`config.mk`:
```
export PLATFORM = sky130hd
export DESIGN_NAME = packed_struct_packer
export DESIGN_NICKNAME = d
export VERILOG_FILES = /design/src/rtl/packed_struct_pkg.sv /design/src/rtl/packed_word_slot.sv /design/src/rtl/packed_struct_packer.sv
export SDC_FILE = /design/constraint.sdc
export NUM_CORES = 1
export LEC_CHECK = 0
export CAP_MARGIN = 10
export CELL_PAD_IN_SITES_DETAIL_PLACEMENT = 1
export CELL_PAD_IN_SITES_GLOBAL_PLACEMENT = 2
export CORE_ASPECT_RATIO = 0.8
export CORE_MARGIN = 2
export CORE_UTILIZATION = 29
export CTS_BUF_LIST = sky130_fd_sc_hd__clkbuf_8 sky130_fd_sc_hd__clkbuf_16
export CTS_CLUSTER_DIAMETER = 80
export DETAILED_ROUTE_END_ITERATION = 10
export PLACE_DENSITY_LB_ADDON = 0.1
export SETUP_SLACK_MARGIN = 0.02
export SLEW_MARGIN = 20
export SYNTH_ARGS = -nofsm -noshare
export SYNTH_HDL_FRONTEND = slang
export SYNTH_HIERARCHICAL = 1
export SYNTH_SLANG_ARGS = --single-unit
```
`constraint.sdc`:
```
create_clock -name clk -period 1.2 [get_ports clk]
set_input_delay 0.12 -clock clk [delete_from_list [all_inputs] [get_ports clk]]
set_output_delay 0.12 -clock clk [all_outputs]
set_load 0.01 [all_outputs]
```
`src/rtl/packed_struct_pkg.sv`:
```
// Shared types for the packed-struct path: the 16-bit word layout and the pad byte
// used when a partial pair is flushed out.
package packed_struct_pkg;

   typedef struct packed {
      logic [7:0] byte1;
      logic [7:0] byte2;
   } my_packed_struct_t;

   localparam logic [7:0] PAD_BYTE = 8'h00;

endpackage

```
`src/rtl/packed_word_slot.sv`:
```
// Single-entry valid/ready output register: loads a word, holds it while stalled,
// and releases it on handoff. A load in the handoff cycle keeps the slot full.
module packed_word_slot
   import packed_struct_pkg::*;
(
   input  logic              clk,
   input  logic              rst,
   input  logic              load,
   input  my_packed_struct_t load_word,
   input  logic              out_ready,
   output logic              out_valid,
   output logic [15:0]       out_word,
   output logic              slot_free,
   output logic              handoff
);

   logic              valid_q;
   my_packed_struct_t word_q;

   assign out_valid = valid_q;
   assign out_word  = word_q;
   assign slot_free = !valid_q || out_ready;
   assign handoff   = valid_q && out_ready;

   always_ff @(posedge clk or posedge rst) begin
      if (rst) begin
         valid_q <= 1'b0;
         word_q  <= '0;
      end else if (load) begin
         valid_q <= 1'b1;
         word_q  <= load_word;
      end else if (handoff) begin
         valid_q <= 1'b0;
      end
   end

endmodule

```
`src/rtl/packed_struct_packer.sv`:
```
// Byte-to-word packer: pairs consecutive bytes into {byte1, byte2} words.
// Optional macro PACKER_FLUSH_EN adds flush_req/flush_ack to push out a partial pair.
module packed_struct_packer
   import packed_struct_pkg::*;
#(
   parameter int CNT_W = 8
)
(
   input  logic             clk,
   input  logic             rst,
   input  logic             in_valid,
   output logic             in_ready,
   input  logic [7:0]       in_byte,
   output logic             out_valid,
   input  logic             out_ready,
   output logic [15:0]      out_word,
   output logic [CNT_W-1:0] word_count
`ifdef PACKER_FLUSH_EN
   ,
   input  logic             flush_req,
   output logic             flush_ack
`endif
);

   logic              half_q;
   logic [7:0]        hold_q;
   logic              slot_free;
   logic              handoff;
   logic              accept;
   logic              flush_load;
   logic              load;
   my_packed_struct_t load_word;

`ifdef PACKER_FLUSH_EN
   logic flush_go;
   logic flush_ack_q;

   // The ack guard stops a still-high flush_req from being acknowledged twice.
   assign flush_go   = flush_req && !flush_ack_q && (!half_q || slot_free);
   assign flush_load = flush_go && half_q;
   assign in_ready   = !flush_req && (!half_q || slot_free);
   assign flush_ack  = flush_ack_q;

   always_ff @(posedge clk or posedge rst) begin
      if (rst) flush_ack_q <= 1'b0;
      else     flush_ack_q <= flush_go;
   end
`else
   assign flush_load = 1'b0;
   assign in_ready   = !half_q || slot_free;
`endif

   assign accept = in_valid && in_ready;
   assign load   = (accept && half_q) || flush_load;

   always_comb begin
      load_word.byte1 = hold_q;
      load_word.byte2 = flush_load ? PAD_BYTE : in_byte;
   end

   always_ff @(posedge clk or posedge rst) begin
      if (rst)             half_q <= 1'b0;
      else if (flush_load) half_q <= 1'b0;
      else if (accept)     half_q <= !half_q;
   end

   // Held byte needs no reset: half_q alone says whether it is meaningful.
   always_ff @(posedge clk) begin
      if (accept && !half_q) hold_q <= in_byte;
   end

   always_ff @(posedge clk or posedge rst) begin
      if (rst)          word_count <= '0;
      else if (handoff) word_count <= word_count + CNT_W'(1);
   end

   packed_word_slot u_slot (
      .clk       (clk),
      .rst       (rst),
      .load      (load),
      .load_word (load_word),
      .out_ready (out_ready),
      .out_valid (out_valid),
      .out_word  (out_word),
      .slot_free (slot_free),
      .handoff   (handoff)
   );

endmodule

```
# Word level (Yosys, flattened, before mapping)
# Index checks and enable logic that the tools add are counted.
# classes
addsub	1
mul	0
div_mod_pow	0
magnitude_cmp	0
n_eq_ne	0
shifts	0
mux	2
n_bitwise	0
n_reduce_logical	9
# op_table
cell	count
8-bit by 1-bit adder with 8-bit output, second input constant	1
1-bit logical AND	4
1-bit zero test	2
1-bit logical OR	2
1-bit two-way mux	2
2-bit nonzero test	1
# totals
register_bits	34
latchBits	0
ramBits	0
mem_bits_ro	0
inputBits	12
out_inout_bits	26
elab_cells	18
n_memories	0

# Logic depth before layout (Yosys ltp)
# logic_depth
depth_word	6
ltp_mapped	5
ltp_nobuf	4

# Hierarchy
# Netlist, hierarchy kept.
# modules_own_cells
mod	instances	cells_per_inst	area_each_um2	seq_area_each_um2
packed_word_slot	1	39	693.2	425.4
packed_struct_packer	1	41	636.9	465.4

# Worst setup path after synthesis
# No wires, ideal clock.
# synth_path
kind	register to register
start	register u_slot.valid_q (netlist: u_slot/out_valid)
end	register u_slot.word_q (netlist bit u_slot/out_word[10])
setup_time_ns	0.125
arrival_ns	1.241
t_required_ns	1.075
slack_ns	-0.166
stages_incl_launch_ff	6
path_buffers	2
period_less_slack_ns	1.366
cell_sequence	dfrtp_1 -> nand2b_1 -> and3_1 -> buf_6 -> buf_12 -> mux2_4
# synth_between
elab_chain_len	5
# synth_rtl
item	line_no	rtl
start, declared	packed_word_slot.sv:17	logic valid_q;
start signal, assigned	packed_word_slot.sv:27	valid_q <= 1'b0;
start signal, assigned	packed_word_slot.sv:30	valid_q <= 1'b1;
start signal, assigned	packed_word_slot.sv:33	valid_q <= 1'b0;
1-bit zero test	packed_word_slot.sv:22	assign slot_free = !valid_q || out_ready;
1-bit logical OR	packed_word_slot.sv:22	
named net slot_free	packed_struct_packer.sv:27	logic slot_free;
1-bit logical OR	packed_struct_packer.sv:50	assign in_ready = !half_q || slot_free;
1-bit logical AND	packed_struct_packer.sv:53	assign accept = in_valid && in_ready;
1-bit logical AND	packed_struct_packer.sv:54	assign load = (accept && half_q) || flush_load;
named net load	packed_struct_packer.sv:31	logic load;
end signal, assigned	packed_word_slot.sv:31	word_q <= load_word;
end, declared	packed_word_slot.sv:18	my_packed_struct_t word_q;
# The timed path passes the listed nets, and every way through them passes these cells.
# A chain may end at the register's enable or synchronous reset.

# Worst setup path in the final report
# layout_path
start	register u_slot.valid_q (netlist: u_slot/out_valid)
end	register u_slot.word_q (netlist bit u_slot/out_word[3])
# Same word-level chain as after synthesis.

==> impl_results.rst <==
.. list-table::
   :header-rows: 1

   * - Metric
     - Value
   * - Maximum achievable frequency
     - 764.5 MHz
   * - Reg2reg setup slack
     - -0.11 ns
   * - Detail-routed via count per cell
     - 4.256
   * - All-layer global routing usage
     - 0.1198
   * - Clock Root Buffer
     - clkbuf_8
   * - Sink count of the clock tree
     - 34
   * - Synthesized instance count
     - 80
   * - Xor-xnor portion of the synthesized cell area
     - 0.04610
   * - Placed Instances
     - 187
   * - Count of H-tree levels built during CTS
     - 2
   * - Combined area of all synthesized cells
     - 0.001330 mm^2
   * - Area contributors post-synth
     - dfrtp_1 (49%), edfxtp_1 (18%), mux2_4 (10%)
   * - Crit path DAT
     - 1.47 ns
   * - Final antenna diode count
     - 0
   * - Syn-to-layout area delta
     - 58.42%
   * - Terminus of the critical flop-to-flop path
     - u_slot/out_word[3]
   * - Wire length of the first global-routing pass
     - 4602 um
   * - Post-synthesis adder-cell area fraction
     - 0.009407
   * - Hold Path Class
     - in -> async
   * - Longest Clk Path Bufs
     - 2
   * - Die H
     - 64.57 um
   * - Type of the worst setup path
     - reg -> reg
   * - Via count of the first global-routing pass
     - 963
   * - Highest ir drop seen on vdd
     - 0.6794 mV
   * - Actual transition at the worst max-transition pin
     - 0.3770 ns
   * - Count of buffers from port buffering
     - 37
   * - Path depth of the worst reg2reg path
     - 4
   * - Capturing instance or port of the critical path
     - u_slot/out_word[3]
   * - Clock Skews
     - 0.005048 ns
   * - Skew-Pair Late Insertion Delay
     - 0.28 ns
   * - Unique masters post-synth
     - 19
   * - Crit end category
     - flop
   * - Number of endpoints with negative hold slack in the final report
     - 0
   * - RSZ-0062 raised after global routing
     - true
   * - Yosys Warn Count
     - 6
   * - Final instance area
     - 0.002107 mm^2
   * - Via count of the routed design
     - 881
   * - Area of the die
     - 0.005147 mm^2
   * - Start point of the critical path
     - u_slot/out_valid
   * - Share of synthesized area spent on multiplexers
     - 0.1693
   * - Largest net degree at the start of global routing
     - 18
   * - Most instantiated flip-flop cell in the synthesis netlist
     - dfrtp_1
   * - Row Count
     - 22
   * - Number of detailed-routing iterations run before antenna repair
     - 2
   * - Most frequently used cell type in the post-synthesis netlist
     - dfrtp_1
   * - Clk slew on worst S/H paths
     - 0.07 ns
   * - Drt initial violations
     - 20
   * - Status
     - finished with violations
   * - Violated checks
     - negative setup slack
   * - Placed wire-length estimate
     - 1901 um
   * - Die width
     - 79.72 um
   * - Total Wirelength
     - 2770 um
   * - Mapped Nets
     - 93
   * - CTS tree
     - yes
   * - Fraction of layout cells with a size suffix above 1
     - 0.4082
   * - Endpoints failing setup
     - 18
   * - Post-layout worst setup margin
     - -0.1080 ns
   * - Residual antenna-violating net count after detailed routing
     - 0
   * - Core area
     - 0.004487 mm^2
   * - Placement Cell Area
     - 0.001866 mm^2
   * - Total power after layout
     - 0.004144 W
   * - Final min period
     - 1.308 ns
   * - Total of fill cells in the finished design
     - 466
   * - Simple-gate share of the synthesized area
     - 0.07620
   * - Post-layout nets
     - 159
   * - Final Cycle Share
     - 1.090
   * - Worst Path Required
     - 1.37 ns
   * - Antenna violations before repair
     - 0
   * - Number of enable flip-flop cells after synthesis
     - 8
   * - Areal power density over the cells
     - 1967 mW/mm^2
   * - Worst rel slew slack
     - 0.7484
   * - Top post-synthesis cells by count
     - dfrtp_1 (26), mux2_4 (9), edfxtp_1 (8), mux2_2 (8), xnor2_1 (4)
   * - Fraction of post-synthesis cell area in the top cell type by area
     - 0.4892
   * - Type of element launching the critical path
     - flop
   * - Sequential-to-total area share from yosys stat
     - 0.6698
   * - Area fraction in compound gates after synthesis
     - 0
   * - Main combinational cell family by area after synthesis
     - multiplexers
   * - Effective utilization at floorplan
     - 0.2964
   * - Maximum capacitance violations
     - 0
   * - Static leakage
     - 0.9793 nW
   * - FF+latch count, synth
     - 34
   * - Mean cell area of the mapped netlist
     - 16.63 um^2
   * - Largest fanout on the critical path
     - 8
   * - Clock buffer count from CTS
     - 5
   * - Async S/R FF share, synth
     - 0.7647
   * - Count of unresolved DRC violations after routing
     - 0
   * - Routed WL per cell
     - 13.38 um
   * - I/O pin cnt
     - 38
   * - Pins Over Slew Limit
     - 0
   * - Reg2Reg Launch Point
     - u_slot/out_valid
   * - Area leader, netlist
     - dfrtp_1
   * - Placer's final routability congestion estimate
     - 0.6699
   * - Global route total overflow
     - 0
   * - Number of standard cells in the layout, taps in and fillers out
     - 207
flip-flops by register name, indices dropped and copies added, names as in the netlist:
name	flops
word_count	8
hold_q	8
u_slot/out_word	16
u_slot/out_valid	1
half_q	1
power by group:
part           total, W  internal [W]  switching [W]
Combinational   0.00159      0.000953       0.000632
Sequential      0.00169       0.00151       0.000177
Clock          0.000870      0.000461       0.000409
Total           0.00414       0.00293        0.00122
layout by cell type (no fill, tap or decap):
cell type	n
nand2_1	3
clkbuf_8	6
nand4_4	1
dlygate4sd2_1	24
nand2b_1	2
and3_4	1
clkinv_2	1
and2_4	1
and3_1	1
clkinvlp_4	1
nand4_1	2
nand2b_4	1
buf_12	2
nor2_4	1
xnor2_1	4
clkdlybuf4s50_1	11
mux2_2	1
clkbuf_2	1
inv_1	2
nor2_1	2
nor3_2	1
mux2_4	16
buf_4	16
ha_4	1
xor2_1	3
edfxtp_1	8
dfrtp_1	25
nor2b_2	1
buf_6	7
dfrtp_2	1
layer usage:
metal | track usage | share of wire | vias up
li1 | - | - | 409
met1 | 0.1543 | 0.48 | 440
met2 | 0.1807 | 0.44 | 25
met3 | 0.04039 | 0.054 | 7
met4 | 0.05819 | 0.021 | 0
met5 | 0 | 0 | -
metrics by stage:
stage | TNS (ns) | setup slack [ns] | hold slack, ns | utilization
floorplan | -1.915 | -0.1639 | -0.05208 | -
global placement | -7.348 | -0.3298 | 0.4542 | 0.4158
detailed placement | -8.089 | -0.3706 | 0.4618 | 0.4158
CTS | -1.086 | -0.09451 | 0.1730 | 0.4540
global route | -2.851 | -0.1763 | 0.2106 | 0.4696
finish | -1.617 | -0.1080 | 0.1548 | 0.4696
area by class of cell:
class / instances / area (um^2) / share of cell area
multi-input combinational: 42 / 473.0 / 0.2245
timing repair buffer: 61 / 564.3 / 0.2678
sequential: 34 / 892.1 / 0.4234
clock inverter: 2 / 12.51 / 0.005938
clock buffer: 6 / 82.58 / 0.03919
tap: 60 / 75.07 / 0.03563
inverter: 2 / 7.507 / 0.003563
timing repair:
item | CTS | global route
pin swaps | 2 | 4
cloned | 0 | 0
resized for setup | 41 | 12
buffers inserted | 10 | 4
hold buffers | 0 | 0
endpoints found under the setup margin | 48 | 27
hold endpoints to repair | 0 | 0
worst max-delay path, stage by stage (launching register included):
cell and delay (ns):
dfrtp_1 0.38, nand2b_1 0.12, and3_4 0.25, buf_12 0.14, mux2_4 0.30
kinds of logic (layout without fill, tap and decap cells):
kind of cell | Yosys count | count (layout)
adder cells (fa/ha/maj) | 1 | 1
XOR/XNOR | 7 | 7
buffers and inverters | 4 | 71
multiplexers | 17 | 17
AND/OR/NAND/NOR | 17 | 17
flip-flops | 34 | 34
worst min path at each step:
| stage | start | endpoint | slack, ns | depth (start not counted) |
|---|---|---|---|---|
| 2_1_floorplan | rst | half_q | -0.05 | 1 |
| 3_3_place_gp | rst | half_q | 0.45 | 2 |
| 3_5_place_dp | hold_q[3] | u_slot/out_word[11] | 0.46 | 1 |
| 4_1_cts | rst | word_count[4] | 0.17 | 2 |
| 5_1_grt | rst | word_count[4] | 0.21 | 2 |
| 6_report | rst | word_count[4] | 0.15 | 2 |
(Power assumes the default switching activity.)
